$ cat src/rtl/adder_ctrl_pkg.sv
// adder_ctrl_pkg: shared FSM state type and width helpers for the accumulating adder tree
package adder_ctrl_pkg;
  typedef enum logic {IDLE, ACCUM} state_e;
  function automatic int tree_w(input int n, input int dataw);
    return $clog2(n) + dataw;
  endfunction
  function automatic int acc_w(input int n, input int dataw, input int max_beats);
    return tree_w(n, dataw) + $clog2(max_beats);
  endfunction
  function automatic int cnt_w(input int max_beats);
    return $clog2(max_beats) + 1;
  endfunction
endpackage

$ cat src/rtl/adder_tree.sv
// adder_tree: combinational signed sum of N packed DATAW-bit elements
module adder_tree import adder_ctrl_pkg::*; #(
  parameter int N     = 64,
  parameter int DATAW = 8,
  parameter int TREEW = tree_w(N, DATAW)
) (
  input  logic [N*DATAW-1:0]       data_i,
  output logic signed [TREEW-1:0]  sum_o
);
  // sign-extend each element to the full tree width and reduce
  always_comb begin
    sum_o = '0;
    for (int k = 0; k < N; k++) sum_o = sum_o + TREEW'(signed'(data_i[k*DATAW +: DATAW]));
  end
endmodule

$ cat src/rtl/adder_tree_accum_ctrl.sv
// adder_tree_accum_ctrl: sums multi-beat signed vectors through one adder tree into a valid/ready result
module adder_tree_accum_ctrl import adder_ctrl_pkg::*; #(
  parameter int N         = 64,
  parameter int DATAW     = 8,
  parameter int MAX_BEATS = 16,
  parameter int TREEW     = tree_w(N, DATAW),
  parameter int ACCW      = acc_w(N, DATAW, MAX_BEATS),
  parameter int CNTW      = cnt_w(MAX_BEATS)
) (
  input  logic                   clk_i,
  input  logic                   rst_ni,
  input  logic                   flush_i,
  input  logic [CNTW-1:0]        cfg_beats_i,
  input  logic                   in_valid_i,
  output logic                   in_ready_o,
  input  logic [N*DATAW-1:0]     in_data_i,
  output logic                   out_valid_o,
  input  logic                   out_ready_i,
  output logic signed [ACCW-1:0] out_sum_o,
  output logic                   busy_o
);
  state_e                 state_q;
  logic [CNTW-1:0]        beat_cnt_q, eff_beats_q, cfg_eff;
  logic                   rdy_q, psum_vld_q, psum_last_q, out_valid_q;
  logic                   stall, accept, last_tag, fire;
  logic signed [TREEW-1:0] tree_sum;
  logic signed [ACCW-1:0] psum_q, acc_q, acc_next, out_sum_q;

  adder_tree #(.N(N), .DATAW(DATAW), .TREEW(TREEW)) u_tree (
    .data_i (in_data_i),
    .sum_o  (tree_sum)
  );

  // handshake, last-beat tagging and accumulator arithmetic; rdy_q keeps ready low while in reset
  always_comb begin
    cfg_eff     = (cfg_beats_i == '0) ? CNTW'(1) : (cfg_beats_i > CNTW'(MAX_BEATS)) ? CNTW'(MAX_BEATS) : cfg_beats_i;
    stall       = psum_vld_q & psum_last_q & out_valid_q & ~out_ready_i;
    in_ready_o  = rdy_q & ~stall & ~flush_i;
    accept      = in_valid_i & in_ready_o;
    last_tag    = (state_q == IDLE) ? (cfg_eff == CNTW'(1)) : (beat_cnt_q + CNTW'(1) == eff_beats_q);
    fire        = psum_vld_q & ~stall;
    acc_next    = acc_q + psum_q;
  end

  // beat sequencing: latch the vector length on its first beat, count the rest
  always_ff @(posedge clk_i or negedge rst_ni) begin
    if (!rst_ni) begin
      state_q     <= IDLE;
      beat_cnt_q  <= '0;
      eff_beats_q <= '0;
      rdy_q       <= 1'b0;
    end else begin
      rdy_q <= 1'b1;
      if (flush_i) begin
        state_q    <= IDLE;
        beat_cnt_q <= '0;
      end else if (accept) begin
        if (state_q == IDLE) begin
          eff_beats_q <= cfg_eff;
          beat_cnt_q  <= CNTW'(1);
        end else begin
          beat_cnt_q <= beat_cnt_q + CNTW'(1);
        end
        state_q <= last_tag ? IDLE : ACCUM;
      end
    end
  end

  // stage 1: register the tree sum of each accepted beat, holding while the last partial is stalled
  always_ff @(posedge clk_i or negedge rst_ni) begin
    if (!rst_ni) begin
      psum_q      <= '0;
      psum_vld_q  <= 1'b0;
      psum_last_q <= 1'b0;
    end else if (flush_i) begin
      psum_vld_q <= 1'b0;
    end else if (accept) begin
      psum_q      <= ACCW'(tree_sum);
      psum_vld_q  <= 1'b1;
      psum_last_q <= last_tag;
    end else if (!stall) begin
      psum_vld_q <= 1'b0;
    end
  end

  // stage 2: accumulate partials and publish the vector sum on the last one
  always_ff @(posedge clk_i or negedge rst_ni) begin
    if (!rst_ni) begin
      acc_q       <= '0;
      out_sum_q   <= '0;
      out_valid_q <= 1'b0;
    end else if (flush_i) begin
      acc_q       <= '0;
      out_valid_q <= 1'b0;
    end else begin
      if (fire) acc_q <= psum_last_q ? '0 : acc_next;
      if (fire && psum_last_q) begin
        out_sum_q   <= acc_next;
        out_valid_q <= 1'b1;
      end else if (out_ready_i) begin
        out_valid_q <= 1'b0;
      end
    end
  end

  assign out_valid_o = out_valid_q;
  assign out_sum_o   = out_sum_q;
  assign busy_o      = (state_q != IDLE) | psum_vld_q | out_valid_q;
endmodule

$ cat config.mk
export PLATFORM = sky130hd
export DESIGN_NAME = adder_tree_accum_ctrl
export DESIGN_NICKNAME = d
export VERILOG_FILES = /design/src/rtl/adder_ctrl_pkg.sv /design/src/rtl/adder_tree.sv /design/src/rtl/adder_tree_accum_ctrl.sv
export SDC_FILE = /design/constraint.sdc
export NUM_CORES = 1
export LEC_CHECK = 0
export BUFFER_PORTS_ARGS = -buffer_cell sky130_fd_sc_hd__buf_4
export CAP_MARGIN = 30
export CORE_AREA = 2 2 212 214
export CTS_CLUSTER_DIAMETER = 200
export DETAILED_ROUTE_END_ITERATION = 8
export DIE_AREA = 0 0 214 216
export PLACE_DENSITY = 0.64
export SETUP_SLACK_MARGIN = 0.4
export SLEW_MARGIN = 0
export SYNTH_ARGS = -nofsm -noshare
export SYNTH_HDL_FRONTEND = slang
export SYNTH_SLANG_ARGS = --single-unit
$ cat constraint.sdc
create_clock -name clk_i -period 3.7 [get_ports clk_i]
set_input_delay 0.555 -clock clk_i [delete_from_list [all_inputs] [get_ports clk_i]]
set_output_delay 0.555 -clock clk_i [all_outputs]
set_load 0.02 [all_outputs]
Yosys cells after proc, flatten, opt, wreduce, memory -nomap -nowiden
Cells that the tools add are included.
{ "totals": {"inputBits": 522, "register_bits": 65} }
{ "classes": {"addsub": 65, "order_cmp": 1, "bitwise": 13, "n_reduce_logical": 8, "n_eq_ne": 3, "n_mux": 18} }
{ "ops": {"columns": ["operator", "n"], "rows": [
  ["$add A14 B8 Y14", 61],
  ["$mux W18", 3],
  ["$mux W5", 5],
  ["$add A18 B14 Y18", 1],
  ["$add A9 B8 Y10", 1],
  ["$mux W1", 10],
  ["$add A8 B8 Y9", 1],
  ["$and A1 B1 Y1", 7],
  ["$add A5 B1 Y5 const B", 1],
  ["$eq A5 B1 Y1 const B", 1],
  ["$eq A5 B5 Y1", 1],
  ["$gt A5 B5 Y1 const B", 1],
  ["$logic_not A5 Y1", 1],
  ["$not A1 Y1", 4],
  ["$reduce_and A2 Y1", 2],
  ["$reduce_bool A2 Y1", 2],
  ["$ne A3 B2 Y1 const B", 1],
  ["$reduce_and A3 Y1", 1],
  ["$reduce_bool A3 Y1", 1],
  ["$or A1 B1 Y1", 2],
  ["$logic_and A1 B1 Y1", 1]
]} }

Depth between registers and ports, before layout
{ "depth": {"word_depth": 63, "ltp_mapped": 35, "mapped_depth_nobuf": 35} }

By module
From an unflattened synthesis, not the netlist that was laid out.
{ "hier_totals": {"cells_unflattened": 1723, "hier_area_um2": 18191.2} }
{ "modules_own_cells": {"columns": ["mod", "area_per_inst_um2", "cells_per_inst", "instances", "seq_area_each_um2"], "rows": [
  ["adder_tree", 14654.1, 1378, 1, 0.0],
  ["adder_tree_accum_ctrl", 3537.1, 345, 1, 1626.6]
]} }

Least setup slack after synthesis
OpenSTA, ideal clock, no wires.
{ "synth_path": {"kind": "input -> register", "from": "input in_data_i[1]", "to": "register psum_q[13] (netlist name)", "n_path_buf": 0, "arrival_ns": 7.867, "stages": 35, "setup_slack_ns": -4.303, "setup_ns": 0.136, "required_ns": 3.564, "cell_sequence": "inv_1 -> fa_1 -> inv_1 -> ha_1 -> inv_1 -> fa_1 -> nor2b_1 -> o21ai_0 -> a21oi_1 -> o21ai_0 -> inv_1 -> nor2_1 -> xor2_1 -> fa_1 -> inv_1 -> fa_1 -> inv_1 -> fa_1 -> inv_1 -> fa_1 -> inv_1 -> fa_1 -> inv_1 -> fa_1 -> fa_1 -> inv_1 -> fa_1 -> inv_1 -> ha_1 -> o21a_1 -> nor2_1 -> a211oi_1 -> o41a_1 -> xnor2_1 -> o21ai_0"} }
{ "synth_via": {"elab_chain_cells": 63} }
{ "synth_rtl": {"columns": ["item", "line_no", "source"], "rows": [
  ["start, declared", "adder_tree_accum_ctrl.sv:16", "input logic [N*DATAW-1:0] in_data_i,"],
  ["$add A8 B8 Y9", "adder_tree.sv:13", "for (int k = 0; k < N; k++) sum_o = sum_o + TREEW'(signed'(data_i[k*DATAW +: DATAW]));"],
  ["$add A9 B8 Y10", "adder_tree.sv:13", null],
  ["$add A14 B8 Y14 (61 in a row)", "adder_tree.sv:13", null]
]} }
Every way passes these cells.
A chain may end at the register's enable or synchronous reset.

Worst setup path after layout
{ "layout_path": {"from": "input in_data_i[17]", "to": "register psum_q[13] (netlist name)"} }
{ "layout_via": {"elab_chain_cells": 62} }
{ "layout_rtl": {"columns": ["item", "line_no"], "rows": [
  ["$add A9 B8 Y10", "adder_tree.sv:13"],
  ["$add A14 B8 Y14 (61 in a row)", "adder_tree.sv:13"]
]} }
Every way passes these cells.

==> qor.csv <==
stage;metric;value;unit
outcome;outcome;complete, but fails checks;
outcome;violations in the final reports;negative setup slack;
timing;highest achievable clock rate;129;MHz
floorplanning;overall die area;0.0462;mm2
critical_path;arrival time of the worst setup path;7.96;ns
clocking;clock root buffer;sky130_fd_sc_hd__clkbuf_16;
global_route;largest net degree at the start of global routing;66;
routing;total length of routed wires;50500;um
synth;average size of a mapped cell;10.5;um2
clocking;Clk pin slew, worst setup/hold paths;0.06;ns
final_layout;utilization after layout;0.547;
final_layout;most common cell after layout, fill and taps aside;sky130_fd_sc_hd__inv_1;
floorplanning;vertical extent of the die;216;um
critical_path;worst flop-to-flop path endpoint;out_sum_o[14];
synth;Syn Nets;2846;
routing;DRC violation total after the first TritonRoute iteration;303;
timing;Post-Route Setup TNS;-42.92;ns
timing;final setup margin;-4.05;ns
timing;Final Slew Violations;0;
timing;clock skew;0.00877;ns
floorplanning;Die Wd;214;um
clocking;number of sinks on the clock net;65;
timing;fin crit period;7.75;ns
clocking;clock tree from TritonCTS;done;
synth;cell area after technology mapping;0.0180;mm2
routing;number of detailed-routing iterations run before antenna repair;4;
synth;Compound-Gate Fraction of Synth Area;0.0449;
final_layout;final layout net count;3453;
timing;worst hold margin;0.333;ns
global_route;total overflow reported by the global router;0;
synth;share of async-settable or async-resettable flops after synthesis;1.00;
synth;number of flops mapped to enable cells by yosys;0;
critical_path;setup slack, reg-to-reg;0.91;ns
floorplanning;area inside the core boundary;0.0438;mm2
final_layout;fraction of final layout cells sized beyond drive strength 1;0.307;
timing;slew at the pin closest to its max-slew limit;0.843;ns
critical_path;worst reg2reg path depth;9;
timing;Final Hold Viols;0;
synth;share of synthesized cell area in and, or, nand and nor gates;0.0244;
final_layout;most used cells in the layout excluding fill and tap cells;731 x sky130_fd_sc_hd__inv_1, 593 x sky130_fd_sc_hd__buf_4, 527 x sky130_fd_sc_hd__fa_1, 65 x sky130_fd_sc_hd__dfrtp_1, 61 x sky130_fd_sc_hd__ha_1;
critical_path;maximum fanout along the worst path;3;
clocking;# H-tree levels;3;
critical_path;startpoint of the worst-slack reg-to-reg timing path;psum_q[0];
synth;Seq cells post-synth;65;
synth;post-synthesis mux area share;0.0119;
timing;endpoints failing setup;13;
synth;Distinct cells, synth;51;
place;Place WS;-4.55;ns
run;count of maximum capacitance violations;0;
critical_path;CP max stage cell;sky130_fd_sc_hd__fa_2;
critical_path;Most Frequent Cell on Critical Path;sky130_fd_sc_hd__fa_1;
critical_path;required time at the endpoint of the critical path;3.92;ns
final_layout;Filler Cell Count;4050;
routing;per-cell routed wire length;17.3;um
synth;Syn Inst Count;1714;
synth;yosys synthesis warning count;0;
synth;commonest register cell after synthesis;sky130_fd_sc_hd__dfrtp_1;
global_route;number of global-route vias before repair;15180;
synth;post-synthesis sequential area ratio;0.0903;
floorplanning;top-level port count;543;
critical_path;crit-path max cell delay;0.55;ns
floorplanning;std cell rows;77;
routing;Final ANT Viol Nets;0;
final_layout;Area growth, synth to finish;33.2;%
routing;via total after detailed routing;12620;
place;placer congestion estimate;0.935;
global_route;number of antenna violations at the first check in global routing;2;
synth;main combinational cell family by area after synthesis;adder cells;
global_route;wire length of the first global-routing pass;81700;um
floorplanning;starting density of the core;0.411;
routing;via/cell ratio;4.32;
timing;unrepaired setup endpoints after global routing;yes;
critical_path;element type at the critical path start;input pin;
timing;period utilization;2.09;
synth;Post-Synth Adder-Cell Area;0.647;
timing;max-slew headroom at the worst pin;0.438;
place;quantity of I/O buffers inserted on ports;542;
critical_path;type of destination of the critical path;register;
global_route;GRT Total Usage;0.232;
critical_path;Crit Path Category;input pin to register;
place;total half-perimeter wirelength after legalization and detailed placement;48400;um
clocking;CTS buffer count;9;
worst_hold_path;worst hold path class;input pin to asynchronous set/reset pin;
routing;post-detailed-route DRC marker count;0;
synth;area share of xor/xnor cells in the synthesized design;0.0224;
clocking;worst-skew pair later-pin latency;0.33;ns
clocking;maximum buffer depth of the clock tree;2;
-- cells by family (layout without fill, tap and decap cells) --
kind of cell,Yosys count,in the layout
AO/OA/AOI/OAI,114,114
XOR/XNOR,46,46
adder cells (fa/ha/maj),610,610
buffers and inverters,760,1372
flip-flops,65,65
multiplexers,19,19
other,1,3
AND/OR/NAND/NOR,99,99
-- registers in the layout, summed over array words and instances, names as in the netlist, 5 cells and up --
signal,count
psum_q,14
beat_cnt_q,5
acc_q,18
eff_beats_q,5
out_sum_o,18
-- metrics by stage --
step	instances	cell area [um2]
floorplan	1714	18200
global placement	2896	23400
detailed placement	2897	23400
CTS	2916	23900
global route	2920	24000
finish	2920	24000
-- synth_stat cells, drive strengths merged (2+ instances only) --
cell	count	area (um2)
a221oi	2	17.5
nand3b	3	22.5
a21o	12	92.6
clkbuf	8	40.0
xnor2	26	228
nand2b	4	25.0
a21oi	21	105
o21bai	4	33.8
a22o	17	149
a2111oi	2	36.3
nor2b	3	18.8
fa	535	10700
o21ai	29	149
a211o	2	18.8
nand2	45	169
dfrtp	65	1630
xor2	20	175
and3	2	12.5
o21a	5	38.8
a211oi	5	37.5
nor3	3	15.0
nand3	10	50.1
o31ai	4	30.0
inv	751	2820
o211ai	2	15.0
nor2	23	86.3
mux2	19	214
ha	75	938
nand4	2	12.5
-- final cells by class --
type                            instances  area, um2  share of cell area
Tap cell                              592        741              0.0309
Clock buffer                            9        225             0.00939
Multi-Input combinational cell        889      13900               0.577
Timing Repair Buffer                  605       4610               0.192
Antenna cell                            2       5.00            0.000209
Sequential cell                        65       1630              0.0678
Clock inverter                          7        104             0.00433
Inverter                              751       2830               0.118
-- critical path: cells and delay by family --
family                     cells  cell delay (ns)
buffers and inverters          9             0.51
AOI/OAI and AO/OA              9             1.42
and+or+nand+nor                1             0.16
xor gates and xnor gates       2             0.33
adders and majority gates     11             4.96
-- repair_timing --
action                     CTS  global route
resized for setup           46             9
setup endpoints to repair   14            14
setup buffers                3             2
hold buffers                 0             0
pin swaps                   47            18
-- worst max path at each step --
stage / startpoint / slack [ns] / to
detailed placement: in_data_i[9] / -4.55 / psum_q[13]
CTS: in_data_i[9] / -4.10 / psum_q[13]
finish: in_data_i[17] / -4.05 / psum_q[13]
global placement: in_data_i[9] / -4.54 / psum_q[13]
global route: in_data_i[9] / -4.37 / psum_q[13]
floorplan: in_data_i[17] / -3.95 / psum_q[13]
-- routing by layer --
metal	track usage	routed length, um	vias up
li1	-	-	5907
met1	0.284	19700	6399
met2	0.448	28400	278
met3	0.0210	1710	36
met4	0.0382	742	0
met5	0	0	-
Power is left out: the tool's default activity adds up to more than one toggle a clock period on the data nets, which glitch-free logic cannot reach.
